==> src/rtl/multicycle_control_fsm.sv <==
// Multi-cycle RISC-V sequencing controller: Moore FSM that shares one ALU and one
// memory port between fetch and data access, stalls on mem_ready, traps on bad opcodes.
module multicycle_control_fsm #(
    parameter int RETIRE_W = 32
) (
    input  logic                clk,
    input  logic                reset,
    input  logic [6:0]          opcode,
    input  logic                Zero,
    input  logic                mem_ready,
    output logic                PCWrite,
    output logic                IRWrite,
    output logic                IorD,
    output logic                MemRead,
    output logic                MemWrite,
    output logic                MemtoReg,
    output logic                RegWrite,
    output logic                ALUSrcA,
    output logic [1:0]          ALUSrcB,
    output logic [1:0]          ALUOp,
    output logic                PCSource,
    output logic                illegal,
    output logic [3:0]          state_out,
    output logic [RETIRE_W-1:0] instr_count
);

    typedef enum logic [3:0] {
        S_FETCH  = 4'd0,
        S_DECODE = 4'd1,
        S_ADDR   = 4'd2,
        S_MEM_RD = 4'd3,
        S_WB_MEM = 4'd4,
        S_MEM_WR = 4'd5,
        S_EXEC   = 4'd6,
        S_WB_ALU = 4'd7,
        S_BRANCH = 4'd8,
        S_TRAP   = 4'd9
    } state_t;

    localparam logic [6:0] OP_R     = 7'b0110011;
    localparam logic [6:0] OP_I     = 7'b0010011;
    localparam logic [6:0] OP_LOAD  = 7'b0000011;
    localparam logic [6:0] OP_STORE = 7'b0100011;
    localparam logic [6:0] OP_BEQ   = 7'b1100011;

    state_t state;
    state_t state_next;
    logic   retire;
    logic   illegal_q;

    // Next-state and retire decode; encodings 10-15 fall back to FETCH.
    always_comb begin
        state_next = S_FETCH;
        retire     = 1'b0;
        case (state)
            S_FETCH:  state_next = mem_ready ? S_DECODE : S_FETCH;
            S_DECODE: begin
                case (opcode)
                    OP_LOAD, OP_STORE: state_next = S_ADDR;
                    OP_R, OP_I:        state_next = S_EXEC;
                    OP_BEQ:            state_next = S_BRANCH;
                    default:           state_next = S_TRAP;
                endcase
            end
            S_ADDR:   state_next = (opcode == OP_STORE) ? S_MEM_WR : S_MEM_RD;
            S_MEM_RD: state_next = mem_ready ? S_WB_MEM : S_MEM_RD;
            S_WB_MEM: retire = 1'b1;
            S_MEM_WR: begin
                state_next = mem_ready ? S_FETCH : S_MEM_WR;
                retire     = mem_ready;
            end
            S_EXEC:   state_next = S_WB_ALU;
            S_WB_ALU: retire = 1'b1;
            S_BRANCH: retire = 1'b1;
            S_TRAP:   state_next = S_TRAP;
            default:  state_next = S_FETCH;
        endcase
    end

    always_ff @(posedge clk) begin
        if (reset) begin
            state       <= S_FETCH;
            instr_count <= '0;
            illegal_q   <= 1'b0;
        end else begin
            state <= state_next;
            if (retire)
                instr_count <= instr_count + RETIRE_W'(1);
            if (state_next == S_TRAP)
                illegal_q <= 1'b1;
        end
    end

    // Datapath controls decode straight from the registered state; PCWrite/IRWrite
    // also follow mem_ready/Zero in the same cycle. Reset masks every control.
    always_comb begin
        PCWrite  = 1'b0;
        IRWrite  = 1'b0;
        IorD     = 1'b0;
        MemRead  = 1'b0;
        MemWrite = 1'b0;
        MemtoReg = 1'b0;
        RegWrite = 1'b0;
        ALUSrcA  = 1'b0;
        ALUSrcB  = 2'b00;
        ALUOp    = 2'b00;
        PCSource = 1'b0;
        case (state)
            S_FETCH: begin
                MemRead = 1'b1;
                ALUSrcB = 2'b01;
                IRWrite = mem_ready;
                PCWrite = mem_ready;
            end
            S_DECODE: ALUSrcB = 2'b11;
            S_ADDR: begin
                ALUSrcA = 1'b1;
                ALUSrcB = 2'b10;
            end
            S_MEM_RD: begin
                IorD    = 1'b1;
                MemRead = 1'b1;
            end
            S_WB_MEM: begin
                MemtoReg = 1'b1;
                RegWrite = 1'b1;
            end
            S_MEM_WR: begin
                IorD     = 1'b1;
                MemWrite = 1'b1;
            end
            S_EXEC: begin
                ALUSrcA = 1'b1;
                ALUOp   = 2'b10;
                ALUSrcB = (opcode == OP_R) ? 2'b00 : 2'b10;
            end
            S_WB_ALU: RegWrite = 1'b1;
            S_BRANCH: begin
                ALUSrcA  = 1'b1;
                ALUOp    = 2'b01;
                PCSource = 1'b1;
                PCWrite  = Zero;
            end
            default: ;
        endcase
        if (reset) begin
            PCWrite  = 1'b0;
            IRWrite  = 1'b0;
            IorD     = 1'b0;
            MemRead  = 1'b0;
            MemWrite = 1'b0;
            MemtoReg = 1'b0;
            RegWrite = 1'b0;
            ALUSrcA  = 1'b0;
            ALUSrcB  = 2'b00;
            ALUOp    = 2'b00;
            PCSource = 1'b0;
        end
    end

    assign illegal   = illegal_q;
    assign state_out = state;

endmodule

==> config.mk <==
export PLATFORM = sky130hd
export DESIGN_NAME = multicycle_control_fsm
export DESIGN_NICKNAME = d
export VERILOG_FILES = /design/src/rtl/multicycle_control_fsm.sv
export SDC_FILE = /design/constraint.sdc
export NUM_CORES = 1
export LEC_CHECK = 0
export CORE_MARGIN = 2
export CORE_UTILIZATION = 48
export DETAILED_ROUTE_END_ITERATION = 8
export HOLD_SLACK_MARGIN = 0.1
export PLACE_DENSITY = 0.8
export SYNTH_ARGS = -nofsm -noshare
export SYNTH_HDL_FRONTEND = slang
export SYNTH_SLANG_ARGS = --single-unit
==> constraint.sdc <==
create_clock -name clk -period 2.6 [get_ports clk]
set_input_delay 0.52 -clock clk [delete_from_list [all_inputs] [get_ports clk]]
set_output_delay 0.52 -clock clk [all_outputs]
set_load 0.01 [all_outputs]
; Word-level counts from Yosys, hierarchy flattened
; Cells that the tools add are included.
[classes]
add_sub_neg = 1
n_eq_ne = 15
n_mux = 30
n_reduce_logical = 8
[op_table]
columns = op, count
row1 = $add 32x1->32 const B, 1
row2 = $pmux 4 s7, 1
row3 = $mux 1, 18
row4 = $eq 4x3->1 const B, 4
row5 = $eq 7x6->1 const B, 2
row6 = $eq 4x4->1 const B, 3
row7 = $pmux 4 s3, 1
row8 = $reduce_or 2->1, 5
row9 = $mux 3, 3
row10 = $eq 4x2->1 const B, 2
row11 = $pmux 2 s4, 1
row12 = $eq 7x2->1 const B, 1
row13 = $eq 7x5->1 const B, 1
row14 = $eq 7x7->1 const B, 1
row15 = $mux 2, 3
row16 = $reduce_or 3->1, 2
row17 = $eq 4x1->1 const B, 1
row18 = $logic_not 4->1, 1
row19 = $pmux 1 s2, 2
row20 = $pmux 2 s2, 1
[totals]
regBits = 37
out_inout_bits = 50
word_cells = 57

; Logic depth before layout (Yosys ltp)
[depth]
word_depth = 5
mapped_depth = 8
ltp_nobuf = 5

; Least setup slack after synthesis
; OpenSTA, ideal clock, no wires.
[synth_path]
kind = input-to-output
start = input port reset
end = output port RegWrite
arrival_time_ns = 1.533
setup_slack_ns = 0.547
stages = 5
n_path_buf = 2
cell_sequence = clkbuf_1 -> clkbuf_1 -> nor2_1 -> nand2_1 -> nor3_1
[synth_between]
elab_chain_cells = 1
[synth_lines]
columns = element, line
row1 = from (decl), 7  ; input logic reset,
row2 = $mux 1, 146  ; if (reset) begin
row3 = to (decl), 17  ; output logic RegWrite,
; No other way between the ends.

; Final worst setup path
; Ends and elaborated chain as after synthesis.

==> impl_metrics.tcl <==
set metrics [dict create \
    outcome "complete, no violations" \
    setup_viol 0 \
    setup.worst_path.start_class "input port" \
    core-area_um2 4380 \
    yosys.cell_types.count 44 \
    dr.pass1.iters 4 \
    drtAntennaViolNets 0 \
    drv_cap 0 \
    drt_iter0_drc 208 \
    viasPerCell 6.18 \
    postCtsSetupBuffers 0 \
    area_growth_syn_to_layout_pct 34.9 \
    grt_start_max_net_pins 56 \
    tightest_slew_ns 0.453 \
    critPathArrivalTime_ns 2.02 \
    peakVddDrop_v 0.000377 \
    routed_wl_um 5720 \
    synth.avg_cell_area_um2 8.10 \
    antenna_found_initial 0 \
    layout-drive-gt1-share 0.0697 \
    crit_type "input port to primary output" \
    die_area_um2 5110 \
    skew_ns 0.00720 \
    grt_usage 0.237 \
    synth_edf_count 0 \
    grt_overflow_total 0 \
    insertion_delay_ns 0.30 \
    p_leak_uw 0.000973 \
    async_reset_ff_frac 0 \
    place_ws_ns -0.0448 \
    h-tree-depth 2 \
    yosys_most_used_dff "dfxtp_1" \
    synth_seq_cells 37 \
    r2r_start "state_out[0]$_SDFF_PP0_" \
    die_w_um 71.5 \
    diodes 0 \
    drc 0 \
    clock_path_buffers 2 \
    syn_inst 270 \
    synth_top_area_share 0.339 \
    cp.required_ns 2.08 \
    clk_pin_slew_worst_paths_ns 0.07 \
    startpoint "reset" \
    numPortBuffers 60 \
    cts_tree "done" \
    die_y_um 71.5 \
    hpwlAfterDp_um 4040 \
    yosys_warnings 0 \
    yosys-top-cells-area "dfxtp_1, or4_1, a21oi_1" \
    finalWorstSetupSlack_ns 0.0629 \
    slew_headroom 0.698 \
    row_count 24 \
    hold_viol_final 0 \
    synthesis.nets 282 \
    cp_max_fo 4 \
    design_area_um2 2950 \
    final_nets 342 \
    wl_per_cell_um 15.0 \
    hold_start "illegal$_SDFFE_PP0N_" \
    place_area_um2 2850 \
    hp-class "register to register" \
    root_buffer "clkbuf_8" \
    yosysSeqAreaShare 0.339 \
    fin_crit_ns 2.54 \
    grt_pass1_vias 2128 \
    clock.fmax_mhz 394 \
    cp-end-kind "primary output" \
    period_share 0.976 \
    cts_buffers 5 \
    yosysTopAreaCell "dfxtp_1" \
    finalWeightedCongestion 0.826 \
    io_pins 61 \
    p_per_area_nw_per_um2 387 \
    initial_core_util 0.499 \
    drv_slew 0 \
    clock_sinks 37 \
    syn_area_um2 2190 \
    vias 2361 \
    grt_pass1_wl_um 9860 \
]
## placed cells by master, fill, tap and decap left out, drive strengths merged, types with 3 or more instances in the layout
cell           instances
clkdlybuf4s50         59
dfxtp                 37
a21oi                 27
or4                   23
nor2                  19
o31ai                 18
nand4                 14
nand2                 13
buf                   13
nor2b                  9
nor3                   9
and3                   8
nand3                  8
o21ai                  8
mux2                   7
clkbuf                 7
inv                    6
or3                    6
nor4                   5
and4                   5
nand2b                 3
## critical path, cell delays in order
cell	delay, ns
clkdlybuf4s50_1	0.47
nor2_1	0.16
nand2_1	0.12
nor3_1	0.18
clkdlybuf4s50_1	0.56
## metal layers
metal	GRT usage	share of wire	vias up
met1	0.309	0.44	1109
met4	0.0797	0.017	0
met2	0.372	0.47	74
met5	0	0	-
li1	-	-	1168
met3	0.0745	0.066	10
## power breakdown
| part | internal [uW] | total (uW) | switching, uW |
|---|---|---|---|
| registers | 573 | 587 | 13.7 |
| clock network | 210 | 411 | 201 |
| logic | 72.2 | 142 | 70.1 |
## final timing paths
path | to | slack (ns) | depth (start not counted)
max | RegWrite | 0.06 | 5
min | illegal$_SDFFE_PP0N_ | 0.48 | 2
max reg2reg | instr_count[27]$_SDFFE_PP0P_ | 0.46 | 5
min reg2reg | illegal$_SDFFE_PP0N_ | 0.48 | 2
## state kept, by name, indices dropped and copies added, names as in the netlist
signal and cells:
state_out 4, instr_count 32, illegal 1
## cells in the mapped netlist, types with 2 or more instances
library cell / n
or4_1: 23
inv_1: 6
o21ai_1: 5
a21o_1: 2
nor3_1: 9
or3_1: 6
xor2_1: 2
clkbuf_1: 13
dfxtp_1: 37
a21oi_1: 27
nand4_1: 14
mux2i_1: 2
and3_1: 8
o21ai_0: 3
nand2b_1: 3
nand2_1: 13
nor2b_1: 9
nor2_1: 19
nand3_1: 8
buf_6: 4
mux2_1: 7
a22oi_1: 2
nor3b_1: 2
and4_1: 5
nor4_1: 5
o31ai_1: 18
## kinds of logic after synthesis
group,Yosys count,synth area share
buffers and inverters,26,0.0607
AND/OR/NAND/NOR,129,0.351
XOR/XNOR,3,0.0120
adder cells (fa/ha/maj),1,0.00572
multiplexers,9,0.0452
AO/OA/AOI/OAI,65,0.186
flip-flops,37,0.339
## final cells by class
class	instances	area, um2
Tap cell	52	65.1
Multi-Input combinational cell	207	1320
Inverter	6	22.5
Clock buffer	7	86.3
Fill cell	370	1440
Timing Repair Buffer	73	709
Sequential cell	37	742
## repair_timing
| action | 4_1_cts | 5_1_grt |
|---|---|---|
| pin swaps | 1 | 0 |
| endpoints found under the hold margin | 0 | 0 |
| resized for setup | 2 | 2 |
| hold buffers | 0 | 0 |
| endpoints found under the setup margin | 1 | 2 |
## per-stage QoR
step,TNS [ns],hold WS (ns),std cells,total power (uW),util
after floorplan,0,0.493,270,678,-
after global placement,-0.0418,0.462,375,738,0.650
after detailed placement,-0.0448,0.465,375,741,0.650
after CTS,0,0.475,382,1140,0.671
after global routing,-0.0340,0.487,382,1190,0.672
final,0,0.476,382,1140,0.672
Power figures use the tool's default switching activity.
